--- config.mk ---
export PLATFORM = sky130hd
export DESIGN_NAME = mips_instr_encoder
export DESIGN_NICKNAME = d
export VERILOG_FILES = /design/src/rtl/mips_isa_pkg.sv /design/src/rtl/sync_fifo.sv /design/src/rtl/mips_instr_encoder.sv
export SDC_FILE = /design/constraint.sdc
export NUM_CORES = 1
export LEC_CHECK = 0
export ABC_AREA = 1
export CAP_MARGIN = 30
export CORE_ASPECT_RATIO = 1.75
export CORE_UTILIZATION = 59
export CTS_BUF_LIST = sky130_fd_sc_hd__clkbuf_4 sky130_fd_sc_hd__clkbuf_8
export DETAILED_ROUTE_END_ITERATION = 10
export GPL_ROUTABILITY_DRIVEN = 0
export PLACE_DENSITY = 0.88
export SYNTH_ARGS = -nofsm -noshare
export SYNTH_HDL_FRONTEND = slang
export SYNTH_SLANG_ARGS = --single-unit
--- constraint.sdc ---
create_clock -name clk -period 4.7 [get_ports clk]
set_input_delay 0.94 -clock clk [delete_from_list [all_inputs] [get_ports clk]]
set_output_delay 0.94 -clock clk [all_outputs]
set_load 0.1 [all_outputs]
--- src/rtl/mips_isa_pkg.sv ---
// Shared MIPS ISA constants: op classes, opcodes and funct codes used by
// both the control decoder and the instruction encoder.
package mips_isa_pkg;

  typedef enum logic [3:0] {
    CLS_RTYPE = 4'd0,
    CLS_JR    = 4'd1,
    CLS_LW    = 4'd2,
    CLS_SW    = 4'd3,
    CLS_BEQ   = 4'd4,
    CLS_BNE   = 4'd5,
    CLS_J     = 4'd6,
    CLS_JAL   = 4'd7,
    CLS_ADDI  = 4'd8,
    CLS_ADDIU = 4'd9,
    CLS_ANDI  = 4'd10,
    CLS_ORI   = 4'd11,
    CLS_XORI  = 4'd12
  } op_class_e;

  localparam logic [5:0] OP_RTYPE = 6'h00;
  localparam logic [5:0] OP_J     = 6'h02;
  localparam logic [5:0] OP_JAL   = 6'h03;
  localparam logic [5:0] OP_BEQ   = 6'h04;
  localparam logic [5:0] OP_BNE   = 6'h05;
  localparam logic [5:0] OP_ADDI  = 6'h08;
  localparam logic [5:0] OP_ADDIU = 6'h09;
  localparam logic [5:0] OP_ANDI  = 6'h0C;
  localparam logic [5:0] OP_ORI   = 6'h0D;
  localparam logic [5:0] OP_XORI  = 6'h0E;
  localparam logic [5:0] OP_LW    = 6'h23;
  localparam logic [5:0] OP_SW    = 6'h2B;

  localparam logic [5:0] FUNCT_JR = 6'h08;

  typedef struct packed {
    logic        last;
    logic [31:0] word;
  } fifo_entry_t;

  function automatic logic [31:0] enc_itype(input logic [5:0] op, input logic [4:0] rs,
                                            input logic [4:0] rt, input logic [15:0] imm);
    return {op, rs, rt, imm};
  endfunction

endpackage

--- src/rtl/sync_fifo.sv ---
// Generic DEPTH x WIDTH synchronous FIFO with a combinational head output.
module sync_fifo #(
  parameter int unsigned DEPTH = 4,
  parameter int unsigned WIDTH = 8
) (
  input  logic                     clk,
  input  logic                     rst_n,
  input  logic                     i_push,
  input  logic [WIDTH-1:0]         i_data,
  input  logic                     i_pop,
  output logic [WIDTH-1:0]         o_data,
  output logic                     o_full,
  output logic                     o_empty,
  output logic [$clog2(DEPTH):0]   o_count
);

  localparam int unsigned AW = $clog2(DEPTH);
  localparam logic [AW:0] FULL_CNT = (AW+1)'(DEPTH);

  logic [WIDTH-1:0] r_mem [DEPTH];
  logic [AW-1:0]    r_wr_ptr;
  logic [AW-1:0]    r_rd_ptr;
  logic [AW:0]      r_count;
  logic             w_push;
  logic             w_pop;

  assign o_full  = (r_count == FULL_CNT);
  assign o_empty = (r_count == '0);
  assign o_count = r_count;
  assign o_data  = r_mem[r_rd_ptr];

  // Guard against overflow/underflow so a misbehaving caller cannot corrupt the pointers.
  assign w_push = i_push && !o_full;
  assign w_pop  = i_pop && !o_empty;

  always_ff @(posedge clk) begin
    if (w_push) r_mem[r_wr_ptr] <= i_data;
  end

  always_ff @(posedge clk or negedge rst_n) begin
    if (!rst_n) begin
      r_wr_ptr <= '0;
      r_rd_ptr <= '0;
      r_count  <= '0;
    end else begin
      if (w_push) r_wr_ptr <= r_wr_ptr + AW'(1);
      if (w_pop)  r_rd_ptr <= r_rd_ptr + AW'(1);
      case ({w_push, w_pop})
        2'b10:   r_count <= r_count + (AW+1)'(1);
        2'b01:   r_count <= r_count - (AW+1)'(1);
        default: r_count <= r_count;
      endcase
    end
  end

endmodule

--- src/rtl/mips_instr_encoder.sv ---
// Builds MIPS instruction words from op-class requests and streams them into
// instruction memory at auto-incrementing word addresses.
module mips_instr_encoder
  import mips_isa_pkg::*;
#(
  parameter int unsigned DEPTH     = 4,
  parameter logic [31:0] BASE_ADDR = 32'h0000_0000
) (
  input  logic        clk,
  input  logic        rst_n,
  input  logic        in_valid,
  output logic        in_ready,
  input  logic [3:0]  in_class,
  input  logic [4:0]  in_rs,
  input  logic [4:0]  in_rt,
  input  logic [4:0]  in_rd,
  input  logic [4:0]  in_shamt,
  input  logic [5:0]  in_funct,
  input  logic [15:0] in_imm,
  input  logic [25:0] in_target,
  input  logic        in_last,
  output logic        out_valid,
  input  logic        out_ready,
  output logic [31:0] out_addr,
  output logic [31:0] out_data,
  output logic        done,
  output logic        err
);

  localparam int unsigned CW = $clog2(DEPTH) + 1;

  typedef enum logic [1:0] {S_IDLE, S_RUN, S_DRAIN} state_e;

  state_e      r_state;
  logic        r_alive;
  logic        r_done;
  logic        r_err;
  logic        r_last_moved;
  logic [31:0] r_addr;

  logic        w_legal;
  logic [31:0] w_word;
  logic        w_accept;
  logic        w_push;
  logic        w_pop;
  logic        w_full;
  logic        w_empty;
  logic [CW-1:0] w_count;
  fifo_entry_t w_head;
  fifo_entry_t w_push_entry;
  logic        w_ill_last;
  logic        w_one_left;
  logic        w_pop_last;
  logic        w_finish;

  always_comb begin
    w_word  = '0;
    w_legal = 1'b1;
    case (op_class_e'(in_class))
      CLS_RTYPE: w_word = {OP_RTYPE, in_rs, in_rt, in_rd, in_shamt, in_funct};
      CLS_JR:    w_word = {OP_RTYPE, in_rs, 15'd0, FUNCT_JR};
      CLS_LW:    w_word = enc_itype(OP_LW,    in_rs, in_rt, in_imm);
      CLS_SW:    w_word = enc_itype(OP_SW,    in_rs, in_rt, in_imm);
      CLS_BEQ:   w_word = enc_itype(OP_BEQ,   in_rs, in_rt, in_imm);
      CLS_BNE:   w_word = enc_itype(OP_BNE,   in_rs, in_rt, in_imm);
      CLS_ADDI:  w_word = enc_itype(OP_ADDI,  in_rs, in_rt, in_imm);
      CLS_ADDIU: w_word = enc_itype(OP_ADDIU, in_rs, in_rt, in_imm);
      CLS_ANDI:  w_word = enc_itype(OP_ANDI,  in_rs, in_rt, in_imm);
      CLS_ORI:   w_word = enc_itype(OP_ORI,   in_rs, in_rt, in_imm);
      CLS_XORI:  w_word = enc_itype(OP_XORI,  in_rs, in_rt, in_imm);
      CLS_J:     w_word = {OP_J,   in_target};
      CLS_JAL:   w_word = {OP_JAL, in_target};
      default:   w_legal = 1'b0;
    endcase
  end

  assign in_ready     = r_alive && !w_full && (r_state != S_DRAIN);
  assign w_accept     = in_valid && in_ready;
  assign w_push       = w_accept && w_legal;
  assign w_pop        = !w_empty && out_ready;
  assign w_push_entry = '{last: in_last, word: w_word};

  // An illegal request carrying last hands its last flag to the newest queued
  // word; when that word is also the only one left, it is the program's final write.
  assign w_ill_last = w_accept && !w_legal && in_last;
  assign w_one_left = (w_count == CW'(1));
  assign w_pop_last = w_head.last || ((r_last_moved || w_ill_last) && w_one_left);
  assign w_finish   = (w_pop && w_pop_last) || (w_ill_last && w_empty);

  sync_fifo #(
    .DEPTH (DEPTH),
    .WIDTH ($bits(fifo_entry_t))
  ) u_fifo (
    .clk     (clk),
    .rst_n   (rst_n),
    .i_push  (w_push),
    .i_data  (w_push_entry),
    .i_pop   (w_pop),
    .o_data  (w_head),
    .o_full  (w_full),
    .o_empty (w_empty),
    .o_count (w_count)
  );

  always_ff @(posedge clk or negedge rst_n) begin
    if (!rst_n) begin
      r_state      <= S_IDLE;
      r_alive      <= 1'b0;
      r_done       <= 1'b0;
      r_err        <= 1'b0;
      r_last_moved <= 1'b0;
      r_addr       <= BASE_ADDR;
    end else begin
      r_alive <= 1'b1;
      r_done  <= w_finish;
      if (w_accept && !w_legal) r_err <= 1'b1;

      if (w_finish)   r_addr <= BASE_ADDR;
      else if (w_pop) r_addr <= r_addr + 32'd4;

      if (w_finish) begin
        r_state      <= S_IDLE;
        r_last_moved <= 1'b0;
      end else if (w_accept && in_last) begin
        r_state      <= S_DRAIN;
        r_last_moved <= !w_legal;
      end else if (w_accept && r_state == S_IDLE) begin
        r_state <= S_RUN;
      end
    end
  end

  assign out_valid = !w_empty;
  assign out_data  = w_head.word;
  assign out_addr  = r_addr;
  assign done      = r_done;
  assign err       = r_err;

endmodule

==> flow_summary.ini <==
[logic_synthesis]
syn_area_per_cell_um2 = 9.33
post_synth_inst_count = 871
seq_area_frac_synth = 0.605
ys_seq_elements = 171
synth.distinct_cells = 30
synthesis.area_um2 = 8130
yosysWarnings = 0

[worst_setup_path]
critical-path-max-stage-delay_ns = 1.20
critical_setup_path_class = reg -> out
cp-start-kind = flip-flop
crit-reg2reg-capture = u_fifo.r_mem[0][0]
rr_startpoint = u_fifo.o_count[0]
cp.buffers_inverters = 2
critical_path.cell_chain = inv_1 > ha_1 > nand2_1 > nand2_1 > nor2_1 > clkdlybuf4s50_1
setup.reg_to_reg.worst_slack_ns = 1.81
critical-path-top-delay-family = buffers and inverters
startpoint_of_the_most_critical_setup_path = u_fifo.o_count[0]
path_depth = 6
timing.critical_path.mode_cell = nand2_1
cpMaxStageDelayCell = clkdlybuf4s50_1
worstPathMaxFanout = 4
timing.critical_path.arrival_ns = 2.79
reg2regPathDepth = 8
crit_path_end_kind = primary output
critical_path_required_ns = 3.76

[power_and_ir_drop]
switchingPower_uw = 3250
leakage_uw = 0.00408
design_power_total_uw = 6090
share_clk_of_total_power = 0.162
share_comb_of_total_power = 0.531
p_sw_frac = 0.533
p_seq_frac = 0.307
internal-power_uw = 2850
power_density_nw_per_um2 = 609
vdd_drop_max_mv = 0.347

[sta]
rsz0062_at_grt = no
fin_crit_ns = 3.73
timing_hold_violations_final = 0
timing_worst_slew_pin_value_ns = 1.03
worst_slew_margin_rel = 0.310
timing.final.crit_share = 0.794
whs_ns = 0.388
final.setup_skew_ns = 0.00991
finalSetupViolations = 0
fmaxAchievable_mhz = 268
timing.setup.tns_ns = 0
maxSlewViolCount = 0

[finish]
diodes = 0
post_layout_cell_count = 1193
synthToLayoutAreaGrowth_pct = 23.0
fraction_of_final_layout_cells_with_drive_strength_greater_than_1 = 0.0942
final_core_utilization = 0.743
final_nets = 1093

[grt]
gr-usage-all-layers = 0.290
grt_antenna_before_repair = 0
grt_max_degree = 67
grt_remaining_overflow = 0
grt_pass1_wl_mm = 31.2
vias_in_the_first_global_route = 6463

[floorplan]
chipHeight_um = 157
ioPinCount = 145
row_count = 56
floorplan.initialDensity = 0.604
die_width_um = 90.7
floorplan.core_area_um2 = 13500
design.die.area_um2 = 14300

[detailed_routing]
num_vias = 6610
drc_errors = 0
initialDrtViolationCount = 472
detail_route.vias_per_cell = 5.54
final_antenna_net_count = 0
drt_first_pass_iters = 6
routed_wire_per_std_cell_um = 17.0
wirelength_mm = 20.3

[clock_tree]
tritoncts.num_buffers = 17
cts-root-to-sink-buffers = 2
postCtsResizedCells = 0
cts_hold_buf = 0
cts.clk_slew.worst_paths_ns = 0.10
numClockSinks = 171
clock_tree.htree_level_count = 4
clock_insertion_delay_worst_skew_ns = 0.45
cts_tree = done
cts_root_buf = clkbuf_8
post-cts-setup-buffer-count = 0

[run_status]
run_status = complete, no violations

[place]
place_inst = 1161
port_buffers = 141
post-dp-hpwl_mm = 13.6

[worst_hold_path]
hp-class = in -> async

[job]
timing.max_cap.violations = 0
## worst max-delay path by stage
| stage | endpoint | slack [ns] |
|---|---|---|
| after floorplan | u_fifo.r_mem[0][0] | 0.11 |
| after global placement | u_fifo.r_mem[0][20] | 1.33 |
| after detailed placement | u_fifo.r_mem[3][20] | 1.20 |
| after CTS | in_ready | 0.95 |
| after global routing | in_ready | 0.84 |
| final | in_ready | 0.97 |
## cells in the final DEF, fill, tap and decap left out, drive strengths merged
cell type      count
a211o              1
a21oi              3
and2               1
buf               43
clkbuf            17
clkdlybuf4s50    109
clkinv             8
conb               4
dfrtp             43
edfxtp           128
ha                10
inv               88
nand2            228
nand3             63
nand4              2
nor2             136
nor3               1
o211ai             2
o21ai             77
o22ai             32
o31ai              2
or2                1
xnor2             10
xor2              10
## cells by family after synthesis
family	share of synthesized area
simple gates	0.215
xor+xnor	0.0215
compound gates	0.0791
flops	0.605
buf+inv	0.0628
fa+ha+maj	0.0154
other cells	0.000924
## Yosys cell counts
cell type    n  area, um^2
a21oi_1      2        10.0
inv_1       78         293
conb_1       2        7.51
nor2_1     130         488
o31ai_1      2        15.0
buf_6        3        33.8
xnor2_1     10        87.6
buf_2        3        15.0
or2_2        1        6.26
a21oi_2      1        8.76
a211o_1      1        8.76
buf_4       10        75.1
edfxtp_1   128        3840
inv_2        3        11.3
o22ai_1     32         200
o21ai_0     77         385
nor2_2       4        25.0
dfrtp_1     43        1080
nand2_1    225         845
and2_1       1        6.26
nand3_1     62         310
nand3_2      1        10.0
clkbuf_1    22        82.6
nor2_4       2        22.5
o211ai_1     2        15.0
ha_1        10         125
nand4_1      2        12.5
nor3_1       1        5.00
xor2_1      10        87.6
nand2_2      3        18.8
## metal layers
layer  up-vias  part of all wire  track usage
met2       319              0.54        0.544
li1       3144                 -            -
met5         -                 0            0
met4         0             0.032        0.139
met1      3092              0.36        0.307
met3        55             0.065       0.0575
## sequential cells by signal (all words and copies together) (netlist names)
signal / cells
r_state: 2
out_addr: 30
r_alive: 1
u_fifo.r_rd_ptr: 2
done: 1
err: 1
u_fifo.o_count: 3
r_last_moved: 1
u_fifo.r_wr_ptr: 2
u_fifo.r_mem: 128
## area by class of cell
cell class | count | area, um^2
Clock buffer | 17 | 234
Clock inverter | 15 | 156
Fill cell | 890 | 3450
Inverter | 81 | 304
Multi-Input combinational cell | 583 | 2750
Sequential cell | 171 | 4920
Tap cell | 174 | 218
Timing Repair Buffer | 152 | 1420
## power groups by stage
stage	Clock [uW]	Sequential, uW	Combinational [uW]
4_1_cts	1000	1870	3240
2_1_floorplan	0	2020	2400
6_report	990	1870	3240
3_3_place_gp	0	1890	3170
5_1_grt	1070	1880	3390
3_5_place_dp	0	1900	3220
## stage by stage
stage	cell area [um^2]	setup slack, ns
CTS	10000	0.947
finish	10000	0.970
floorplan	8140	0.107
detailed placement	9610	1.20
global route	10000	0.839
global placement	9590	1.33
(Power assumes the default switching activity.)
